**src/rtl/apb_slave_regs.sv**
```systemverilog
// APB3 completer with a word-addressed register file, configurable wait states
// and pslverr on out-of-range accesses.
module apb_slave_regs #(
  parameter int DEPTH       = 16,
  parameter int WAIT_STATES = 0
) (
  input  logic        pclk,
  input  logic        prst,
  input  logic        psel,
  input  logic        penable,
  input  logic        pwrite,
  input  logic [31:0] paddr,
  input  logic [31:0] pwdata,
  output logic [31:0] prdata,
  output logic        pready,
  output logic        pslverr
);

  localparam int AW = (DEPTH > 1) ? $clog2(DEPTH) : 1;

  typedef enum logic {IDLE, ACCESS} state_t;

  state_t      state, state_n;
  logic [3:0]  cnt, cnt_n;
  logic [31:0] lat_addr, lat_wdata;
  logic        lat_write;
  logic        pready_n, pslverr_n;
  logic [31:0] prdata_n;
  logic        latch, commit;
  logic [31:0] regs [DEPTH];
  logic [31:0] rd_addr, rd_data;
  logic        rd_ok, lat_ok;

  // In IDLE a zero-wait read must use the live bus address; otherwise the latched one.
  assign rd_addr = (state == IDLE) ? paddr : lat_addr;
  assign rd_ok   = rd_addr < 32'(DEPTH);
  assign rd_data = rd_ok ? regs[rd_addr[AW-1:0]] : '0;
  assign lat_ok  = lat_addr < 32'(DEPTH);

  always_comb begin
    state_n   = state;
    cnt_n     = cnt;
    pready_n  = pready;
    pslverr_n = pslverr;
    prdata_n  = prdata;
    latch     = 1'b0;
    commit    = 1'b0;
    case (state)
      IDLE: begin
        if (psel && !penable) begin
          latch   = 1'b1;
          cnt_n   = 4'(WAIT_STATES);
          state_n = ACCESS;
          if (WAIT_STATES == 0) begin
            pready_n  = 1'b1;
            pslverr_n = !rd_ok;
            if (!pwrite) prdata_n = rd_data;
          end
        end
      end
      ACCESS: begin
        if (!psel) begin
          state_n   = IDLE;
          pready_n  = 1'b0;
          pslverr_n = 1'b0;
        end else if (pready) begin
          commit    = lat_write && lat_ok;
          state_n   = IDLE;
          pready_n  = 1'b0;
          pslverr_n = 1'b0;
        end else if (cnt > 4'd1) begin
          cnt_n = cnt - 4'd1;
        end else begin
          cnt_n     = 4'd0;
          pready_n  = 1'b1;
          pslverr_n = !lat_ok;
          if (!lat_write) prdata_n = rd_data;
        end
      end
      default: state_n = IDLE;
    endcase
  end

  always_ff @(posedge pclk) begin
    if (prst) begin
      state     <= IDLE;
      cnt       <= '0;
      prdata    <= '0;
      pready    <= 1'b0;
      pslverr   <= 1'b0;
      lat_addr  <= '0;
      lat_wdata <= '0;
      lat_write <= 1'b0;
    end else begin
      state   <= state_n;
      cnt     <= cnt_n;
      prdata  <= prdata_n;
      pready  <= pready_n;
      pslverr <= pslverr_n;
      if (latch) begin
        lat_addr  <= paddr;
        lat_wdata <= pwdata;
        lat_write <= pwrite;
      end
    end
  end

  // Reset has priority, so a write caught mid-flight by prst is never committed.
  always_ff @(posedge pclk) begin
    if (prst) begin
      for (int i = 0; i < DEPTH; i++) regs[i] <= '0;
    end else if (commit) begin
      regs[lat_addr[AW-1:0]] <= lat_wdata;
    end
  end

endmodule

```
**config.mk**
```make
export PLATFORM = sky130hd
export DESIGN_NAME = apb_slave_regs
export DESIGN_NICKNAME = d
export VERILOG_FILES = /design/src/rtl/apb_slave_regs.sv
export SDC_FILE = /design/constraint.sdc
export NUM_CORES = 1
export LEC_CHECK = 0
export CAP_MARGIN = 20
export CORE_MARGIN = 4
export CORE_UTILIZATION = 45
export CTS_BUF_LIST = sky130_fd_sc_hd__clkbuf_4
export DETAILED_ROUTE_END_ITERATION = 7
export REMOVE_ABC_BUFFERS = 1
export SETUP_SLACK_MARGIN = 0.2
export SLEW_MARGIN = 10
export SYNTH_ARGS = -nofsm -noshare
export SYNTH_HDL_FRONTEND = slang
export SYNTH_SLANG_ARGS = --single-unit
```
**constraint.sdc**
```tcl
create_clock -name pclk -period 5.2 [get_ports pclk]
set_clock_uncertainty 0.05 [all_clocks]
set_input_delay 0.78 -clock pclk [delete_from_list [all_inputs] [get_ports pclk]]
set_output_delay 0.78 -clock pclk [all_outputs]
set_load 0.01 [all_outputs]
```
# After elaboration in Yosys (flattened, before gate mapping)
# Memories as Yosys holds them, arrays and structs flattened.
# Index checks and enable logic that the tools add are counted.
# W data, S select, Z words.
dict set report totals {
  romBits 0
  latch_bits 0
  ram_bits 512
  out_inout_bits 34
  reg_bits 104
  elab_cells 70
  memories 1
  input_bits 69
}
# memory depth word_bits rd rd_clocked_by_memory_dff wr line_no
set memory_table {}
lappend memory_table {regs 16 32 1 0 16 30} ;# logic [31:0] regs [DEPTH];
dict set report op_classes {
  addsub 1
  bitwise_logic 1
  multipliers 0
  n_reduce_logical 9
  shift 0
  n_mux 40
  div 0
  n_eq_ne 7
  n_lt_le_gt_ge 3
}
# op n
set op_table {}
lappend op_table {{$mux W32} 9}
lappend op_table {{$lt A32 B5 Y1 const B} 2}
lappend op_table {{$pmux W32 S2} 1}
lappend op_table {{$reduce_or A32 Y1} 1}
lappend op_table {{$mux W1} 21}
lappend op_table {{$mux W4} 5}
lappend op_table {{$ne A2 B2 Y1 const B} 5}
lappend op_table {{$pmux W4 S2} 1}
lappend op_table {{$pmux W1 S2} 3}
lappend op_table {{$reduce_and A6 Y1} 1}
lappend op_table {{$gt A4 B1 Y1 const B} 1}
lappend op_table {{$ne A4 B4 Y1 const B} 1}
lappend op_table {{$sub A4 B1 Y4 const B} 1}
lappend op_table {{$logic_not A1 Y1} 3}
lappend op_table {{$reduce_and A3 Y1} 1}
lappend op_table {{$logic_and A1 B1 Y1} 2}
lappend op_table {{$ne A2 B1 Y1 const B} 1}
lappend op_table {{$reduce_and A2 Y1} 1}
lappend op_table {{$not A1 Y1} 1}

# Logic depth before layout (Yosys ltp)
# Gate-level depths: netlist of the first run.
dict set report depth {
  word_depth 10
  depth_mapped 11
  mapped_depth_nobuf 8
}

# Worst setup path before layout of the first run
# Ideal clock, no wire load.
dict set report synth_path {
  kind {in2reg}
  startpoint {input prst}
  endpoint {memory regs[13][0] (enable)}
  arrival_ps 2397
  setup_ps 375
  n_path_buf 2
  path_slack_ps 2379
  path_stages 6
  path_cell_list {clkbuf_1 nor3_1 nand2_1 clkbuf_1 nor3_1 or2_2}
}
# item line_no
set synth_rtl {}
lappend synth_rtl {{start, declared} 8} ;# input logic prst,
lappend synth_rtl {{end, declared} 30}

==> results of run 1 <==
[power by group through the flow]
stage          clock network (mW)  registers, mW  logic (mW)
2_1_floorplan                   0           5.64       0.439
3_5_place_dp                    0           5.69       0.760
4_1_cts                      4.70           5.58       0.762
3_3_place_gp                    0           5.68       0.752
6_report                     4.58           5.58       0.756
5_1_grt                      4.98           5.60       0.815
[worst max path at each step]
stage                                 end                       from  cells past startpoint  slack (ps)
2_1_floorplan     prdata[28]$_SDFFE_PP0P_           state$_SDFF_PP0_                      4         310
3_3_place_gp    regs[13][0]$_SDFFCE_PN0P_                       psel                      7        1050
3_5_place_dp    regs[13][0]$_SDFFCE_PN0P_                       psel                      7        1170
4_1_cts        regs[13][21]$_SDFFCE_PN0P_  lat_addr[19]$_SDFFE_PP0P_                      7        1660
5_1_grt        regs[13][25]$_SDFFCE_PN0P_  lat_addr[26]$_SDFFE_PP0P_                      7        1390
6_report       regs[13][21]$_SDFFCE_PN0P_  lat_addr[26]$_SDFFE_PP0P_                      7        1700
[per-layer routing]
layer / wire, µm / track usage, %
met1: 31400 / 29.9
met2: 37300 / 40.3
met3: 3720 / 3.94
met4: 1670 / 9.00
met5: 0 / 0
[state kept, by name (all words and copies together), names as in the netlist]
register / count
regs: 512
lat_addr: 32
lat_wdata: 32
prdata: 32
cnt: 4
lat_write: 1
pready: 1
pslverr: 1
state: 1
[cells in the final DEF, fill, tap and decap left out, types with 3 or more instances in the layout]
| cell | Yosys | layout |
|---|---|---|
| and2_1 | 512 | 512 |
| buf_4 | 4 | 52 |
| or2_2 | 18 | 18 |
| edfxtp_1 | 512 | 512 |
| nor4_1 | 33 | 29 |
| o21ai_0 | 3 | 3 |
| a21o_1 | 17 | 17 |
| nor3_2 | 0 | 12 |
| nand4_1 | 3 | 3 |
| and3_1 | 4 | 4 |
| mux2i_4 | 0 | 3 |
| a2111oi_0 | 14 | 14 |
| buf_12 | 0 | 4 |
| a221oi_1 | 13 | 13 |
| o31ai_1 | 15 | 15 |
| mux2i_1 | 36 | 32 |
| nand2_1 | 354 | 354 |
| mux4_2 | 65 | 65 |
| bufinv_16 | 0 | 5 |
| nand2b_1 | 5 | 4 |
| inv_1 | 6 | 6 |
| nor4_2 | 0 | 4 |
| clkdlybuf4s50_1 | 0 | 101 |
| nor2_1 | 16 | 14 |
| a2111oi_2 | 15 | 15 |
| a21oi_1 | 149 | 149 |
| inv_2 | 0 | 3 |
| clkbuf_4 | 0 | 264 |
| clkinv_1 | 0 | 28 |
| dfxtp_1 | 104 | 104 |
| clkinvlp_4 | 0 | 4 |
| o22ai_1 | 17 | 17 |
| nor3_1 | 16 | 4 |
| a211oi_1 | 13 | 13 |
| nand3_1 | 39 | 39 |
| a311oi_1 | 5 | 5 |
[cell families after synthesis]
family                     count (synthesis)  share of synthesized area (%)
buffers and inverters                    186                           2.85
DFF                                      616                           64.2
AOI/OAI and AO/OA                        268                           6.49
muxes                                    105                           6.89
and+or+nand+nor                         1005                           19.5
adders and majority gates                  2                         0.0920
[worst register-to-register path: stages, from the launching register on]
cell,delay [ps]
dfxtp_1,310
nor4_1,330
nand4_1,230
nor2_1,240
nand2_1,500
nor3_2,320
buf_4,360
or2_2,790
[layout make-up]
type,count,area (µm²),share of cell area (%)
multi-input combinational,1380,9130,29.1
tap,773,967,3.08
clock inverter,43,315,1.01
sequential,616,17500,55.7
antenna,1,2.50,0.00798
clock buffer,264,1980,6.32
timing repair buffer,157,1480,4.72
inverter,6,22.5,0.0718
==> impl_metrics.toml, run 1 <==
[global_route]
antenna_found_initial = 1
grt_usage_pct = 23.4
grt_pass1_vias = 18800
grt_max_degree = 76
grt_pass1_wl_um = 112000
grt_overflow = 0

[power_and_ir_drop]
seq_power_share_pct = 51.1
clockPowerShare_pct = 42.0
comb_power_share_pct = 6.9
p_per_area_nw_per_um2 = 348
power.internal_mw = 8.31
switchingPower_mw = 2.61
p_leak_nw = 11.6
swShare_pct = 23.9
power.total_mw = 10.9
ir_drop_mv = 0.200

[floorplan]
initial_core_util_pct = 45.7
die_w_um = 254
rows = 89
ioPinCount = 103
die_height_um = 254
core-area_um2 = 59500
die_area_um2 = 64400

[synthesis]
synth_top_cell_area_share_pct = 56.5
synthTopCellsByArea = "edfxtp_1, and2_1, dfxtp_1"
ys_types = 42
async_flop_share_pct = 0
ys_top_cells_by_count = "and2_1, edfxtp_1, nand2_1"
yosysTopAreaCell = "edfxtp_1"
yosysSeqAreaShare_pct = 64.2
synth-warning-count = 0
synth_edf_count = 512
netlist_instances = 2182
ys.flop_type = "edfxtp_1"
syn_avg_cell_area_um2 = 12.5
ys_ff_latch = 616
netlist_area_um2 = 27200

[status]
status = "finished clean"

[drt]
vias = 17800
route.detailed.drc = 0
final_antenna_net_count = 0
drtIter0Drc = 1260
first_pass_iters = 5
wirelength_um = 74100
avgRoutedWirePerCell_um = 22.9
viasPerCell = 5.49

[clock_tree]
cts_made_buffers = 165
hold_buffers = 0
cts_tree = "done"
cts_root_buf = "clkbuf_4"
cts_setup_buffers = 0
clk_latency_ps = 990
clockBufferDepth = 3
htree_levels = 4
clkSinkCount = 616
post_cts_resized = 0
path_clk_slew_ps = 60

[place]
routabilityCongestion = 0.771
placed_cell_area_um2 = 29000
place_hpwl_um = 42100
pre_cts_ws_ps = 1170
dp.cells = 2931
port_buffers = 102

[min_path]
holdPathStages = 3
min_path_type = "in -> reg"
min_to = "lat_wdata[6]$_SDFFE_PP0P_"
hp-start = "pwdata[6]"

[worst_setup_path]
r2r-end = "regs[13][21]$_SDFFCE_PN0P_"
regToRegSetupSlack_ps = 1700
crit_path_top_delay_cell = "or2_2"
end_kind = "flop"
r2r_cells = 7
crit_required_ps = 5740
cp_max_fo = 33
crit_type = "reg -> reg"
cp_num_buf_inv = 1
startpoint_type = "flop"
r2r-start = "lat_addr[26]$_SDFFE_PP0P_"
worstPathArrival_ps = 4040
crit_family = "simple AND/OR/NAND/NOR gates"
crit_chain = "nor4_1 -> nand4_1 -> nor2_1 -> nand2_1 -> nor3_2 -> buf_4 -> or2_2"
cpPeakStageDelay_ps = 790

[cells_and_area]
nets = 2397
postLayoutCoreUtil_pct = 52.7
fin_cells = 3240
stdcell_area_um2 = 31400
syn_to_final_growth_pct = 15.3
drive_above_1_share_pct = 18.7
n_fill_cell = 5216

[timing]
min_period_ps = 3500
fmax_mhz = 286
finalSetupViolations = 0
hold_viol_final = 0
holdWs_ps = 288
tns_ps = 0
slew-limit-headroom_pct = 26.2
period_share_pct = 67.3
fin_ws_ps = 1700
rsz0062_at_grt = "false"
drv_slew = 0
tightest_slew_ps = 1110

[run]
cap_violations = 0
(Power assumes the default switching activity.)
==> run 2: changes to the inputs <==
==> constraint.sdc (replaced) <==
create_clock -name pclk -period 3.45 [get_ports pclk]
set_clock_uncertainty 0.05 [all_clocks]
set_input_delay 0.5175 -clock pclk [delete_from_list [all_inputs] [get_ports pclk]]
set_output_delay 0.5175 -clock pclk [all_outputs]
set_load 0.01 [all_outputs]
==> impl_metrics.toml, run 2 (synthesis results as in run 1) <==
[status]
status = "finished clean"

[drt]
vias = 18500
final_antenna_net_count = 0
wirelength_um = 79900
drtIter0Drc = 1797
avgRoutedWirePerCell_um = 23.9
first_pass_iters = 6
viasPerCell = 5.53
route.detailed.drc = 0

[min_path]
min_path_type = "in -> reg"
min_to = "lat_addr[0]$_SDFFE_PP0P_"
holdPathStages = 3
hp-start = "paddr[0]"

[worst_setup_path]
crit_family = "buffers and inverters"
crit_type = "reg -> reg"
startpoint_type = "flop"
cpPeakStageDelay_ps = 640
path_common_cell = "buf_4"
end_kind = "flop"
regToRegSetupSlack_ps = 670
worstPathArrival_ps = 3640
r2r-end = "prdata[30]$_SDFFE_PP0P_"
cp_max_fo = 26
crit_chain = "buf_4 -> buf_4 -> mux2i_2 -> buf_4 -> nand2_1 -> and3_1 -> a311oi_1 -> a311oi_1 -> o31ai_1"
r2r-start = "state$_SDFF_PP0_"
crit_required_ps = 4310
crit_path_top_delay_cell = "dfxtp_1"
r2r_cells = 9
cp_num_buf_inv = 3

[cells_and_area]
largest_register = "regs"
syn_to_final_growth_pct = 19.8
layout_common_cells = "and2_1, edfxtp_1, nand2_1"
drive_above_1_share_pct = 19.9
nets = 2505
fin_cells = 3343
stdcell_area_um2 = 32600
largest_reg_flops = 512

[timing]
min_period_ps = 2780
tightest_slew_ps = 688
hold_viol_final = 0
drv_slew = 0
period_share_pct = 80.6
slew-limit-headroom_pct = 54.2
finalSetupViolations = 0
fmax_mhz = 360
rsz0062_at_grt = "false"

[power_and_ir_drop]
ir_drop_mv = 0.337
p_per_area_nw_per_um2 = 512
p_leak_nw = 12.2

[clock_tree]
post_cts_resized = 0
cts_made_buffers = 163
cts_setup_buffers = 0
path_clk_slew_ps = 60
htree_levels = 4
clkSinkCount = 616
clk_latency_ps = 1000
cts_root_buf = "clkbuf_4"
hold_buffers = 61
cts_tree = "done"
clockBufferDepth = 3

[place]
port_buffers = 102
dp.cells = 2981
place_hpwl_um = 45200
placed_cell_area_um2 = 29700
routabilityCongestion = 0.798

[floorplan]
ioPinCount = 103
die_w_um = 254
die_height_um = 254
rows = 89
core-area_um2 = 59500
die_area_um2 = 64400
initial_core_util_pct = 45.7

[global_route]
grt_usage_pct = 25.3
grt_pass1_wl_um = 120000
grt_pass1_vias = 19300
grt_overflow = 0
antenna_found_initial = 6
grt_max_degree = 57

[run]
cap_violations = 0
run 2: changes by cell type in the layout (fill, tap and decap cells not counted):
cell           change
dlygate4sd3_1     +61
buf_4             +30
buf_12            +19
clkinv_1           -9
clkinv_2           -2
clkinvlp_4         -2
diode_2            +2
bufinv_16          +1
clkbuf_4           +1
inv_2              +1
inv_6              +1
run 2: final cells by class:
| class | count | area [µm²] |
|---|---|---|
| fillers | 5062 | 26900 |
| flip-flops and latches | 616 | 17500 |
| multi-input cells | 1380 | 9130 |
| repair buffers | 267 | 2700 |
| clock buffers | 265 | 1990 |
| well taps | 773 | 967 |
| clock inverters | 33 | 299 |
| inverters | 6 | 22.5 |
| diodes | 3 | 7.51 |
run 2: report_power, final:
part	total, mW	internal (mW)	leakage (nW)	switching [mW]
clock	6.98	3.91	1.36	3.07
sequential	8.41	8.26	6.14	0.143
combinational	1.30	0.528	4.65	0.768
total	16.7	12.7	12.2	3.98
run 2: worst max-delay path by stage:
stage	from	endpoint	slack, ps	depth (start not counted)
after floorplan	state$_SDFF_PP0_	prdata[28]$_SDFFE_PP0P_	-1440	4
after global placement	paddr[0]	prdata[17]$_SDFFE_PP0P_	300	7
after detailed placement	paddr[0]	prdata[21]$_SDFFE_PP0P_	290	7
after CTS	state$_SDFF_PP0_	prdata[31]$_SDFFE_PP0P_	630	7
after global routing	state$_SDFF_PP0_	prdata[31]$_SDFFE_PP0P_	520	7
final	state$_SDFF_PP0_	prdata[30]$_SDFFE_PP0P_	670	9
run 2: stage by stage:
stage / total power, mW / util (%) / hold slack (ps) / setup TNS, ps / worst slack (ps)
finish: 16.7 / 54.8 / 175 / 0 / 671
global route: 17.4 / 54.8 / 119 / 0 / 525
CTS: 16.9 / 54.8 / 35.6 / 0 / 635
detailed placement: 9.81 / 49.9 / 399 / 0 / 291
global placement: 9.79 / 49.9 / 394 / 0 / 298
floorplan: 9.17 / - / 380 / -145690 / -1440
run 2: metal layers:
metal	GRT usage, %	part of all wire, %	vias to the layer above
li1	-	-	8412
met1	33.0	41	9184
met2	42.2	49	745
met3	5.72	7.5	142
met4	8.75	2.4	0
met5	0	0	-
run 2: worst register-to-register path: cells and delay by family, from the launching register on:
| kind | cells | cell delay, ps |
|---|---|---|
| buf+inv | 3 | 860 |
| flops | 1 | 640 |
| compound gates | 3 | 680 |
| simple gates | 2 | 280 |
| mux | 1 | 200 |
==> run 3: changes to the inputs <==
==> constraint.sdc (replaced) <==
create_clock -name pclk -period 2.35 [get_ports pclk]
set_clock_uncertainty 0.05 [all_clocks]
set_input_delay 0.3525 -clock pclk [delete_from_list [all_inputs] [get_ports pclk]]
set_output_delay 0.3525 -clock pclk [all_outputs]
set_load 0.01 [all_outputs]
==> impl_metrics.toml, run 3 (synthesis results as in run 1) <==
[power_and_ir_drop]
power.total_mw = 25.1
ir_drop_mv = 0.466
switchingPower_mw = 6.20
comb_power_share_pct = 11.2
power.internal_mw = 18.9
p_leak_nw = 14.1
seq_power_share_pct = 49.3
clockPowerShare_pct = 39.5
swShare_pct = 24.7
p_per_area_nw_per_um2 = 682

[drt]
final_antenna_net_count = 0
route.detailed.drc = 0
met2WireLength_um = 43300
first_pass_iters = 5
route.top_layer_used = "met5"
avgRoutedWirePerCell_um = 25.9
vias = 20200
wl_met1_um = 35900
drtIter0Drc = 2084
dr_wl_met3_um = 8740
wirelength_um = 91800
viasPerCell = 5.71

[worst_setup_path]
crit_required_ps = 2990
crit_type = "reg -> reg"
worstPathArrival_ps = 3160
startpoint_type = "flop"
cp_max_fo = 8
end_kind = "flop"

[cells_and_area]
nets = 2714
fin_cells = 3545
drive_above_1_share_pct = 29.2
layout_common_cells = "edfxtp_1, and2_1, nand2_1"
postLayoutCoreUtil_pct = 61.8
layout_commonest_cell = "edfxtp_1"
largest_register = "regs"
largest_reg_flops = 512
n_fill_cell = 4634
syn_to_final_growth_pct = 35.1

[timing]
drv_slew = 0
finalSetupViolations = 459
slew-limit-headroom_pct = 53.7
hold_viol_final = 0
fmax_mhz = 397
period_share_pct = 107
tightest_slew_ps = 694
fin_ws_ps = -170
rsz0062_at_grt = "true"
tns_ps = -23440
min_period_ps = 2520

[clock_tree]
clk_latency_ps = 1020
cts_tree = "done"
clockBufferDepth = 3
clkSinkCount = 616
path_clk_slew_ps = 70
cts_made_buffers = 161
htree_levels = 4
cts_root_buf = "clkbuf_4"

[min_path]
min_path_type = "in -> reg"

[global_route]
grt_overflow = 0
antenna_found_initial = 9
grt_pass1_vias = 20100
grt_max_degree = 91
grt_usage_pct = 26.5
grt_pass1_wl_um = 125000

[run]
cap_violations = 0

[floorplan]
die_area_um2 = 64400
initial_core_util_pct = 45.7
die_height_um = 254
ioPinCount = 103
core-area_um2 = 59500
rows = 89
die_w_um = 254

[status]
violations = "setup timing"
status = "complete, but fails checks"

[place]
dp.cells = 3066
port_buffers = 102
pre_cts_ws_ps = -755
place_hpwl_um = 50300
routabilityCongestion = 0.841
[run 3: final timing paths]
path	startpoint	cells after the start	to	slack, ps
hold / removal	paddr[3]	4	lat_addr[3]$_SDFFE_PP0P_	130
setup reg to reg	lat_addr[19]$_SDFFE_PP0P_	9	regs[0][17]$_SDFFCE_PN0P_	-170
setup / recovery	lat_addr[19]$_SDFFE_PP0P_	9	regs[0][17]$_SDFFCE_PN0P_	-170
hold reg to reg	prdata[0]$_SDFFE_PP0P_	1	prdata[0]$_SDFFE_PP0P_	410
[run 3: cell type report]
cell class,count,area (µm²),share of cell area (%)
Sequential cell,616,17500,47.6
Multi-Input combinational cell,1382,10400,28.4
Timing Repair Buffer,476,5670,15.4
Clock buffer,262,1970,5.35
Tap cell,773,967,2.63
Clock inverter,25,206,0.562
Inverter,6,22.5,0.0613
Antenna cell,5,12.5,0.0340
[run 3: worst max-delay path, cell delays in order (launching register included)]
cell and delay, ps:
dfxtp_1 350, nor4_4 260, nand4_1 240, nor2_4 210, nand2_4 100, buf_12 160, nor4_4 160, buf_4 170
or2_4 280, buf_12 200
[run 3: per-layer routing]
metal | global-route usage (%) | vias to the layer above
met5 | 0.150 | -
met4 | 11.4 | 2
met3 | 5.76 | 247
met2 | 42.7 | 1118
met1 | 35.0 | 10100
li1 | - | 8820
[run 3: metrics by stage]
stage | hold WS, ps | instance area, µm²
2_1_floorplan | 372 | 26400
3_3_place_gp | 395 | 30800
3_5_place_dp | 398 | 30800
4_1_cts | 34.5 | 34300
5_1_grt | 96.2 | 36700
6_report | 134 | 36700
[run 3: timing repair]
item / in CTS / in global routing
endpoints found under the setup margin: 1091 / 1089
hold buffers: 87 / 0
pin swaps: 10 / 73
setup buffers: 5 / 66
hold endpoints to repair: 72 / 0
gates resized for setup: 100 / 251
cloned: 7 / 22
[run 3: power groups by stage]
stage	logic, mW	clock network [mW]	registers [mW]
after CTS	2.24	10.1	12.3
after detailed placement	2.07	0	12.6
after floorplan	0.970	0	12.5
after global routing	2.94	10.7	12.4
final	2.82	9.90	12.4
after global placement	2.05	0	12.6
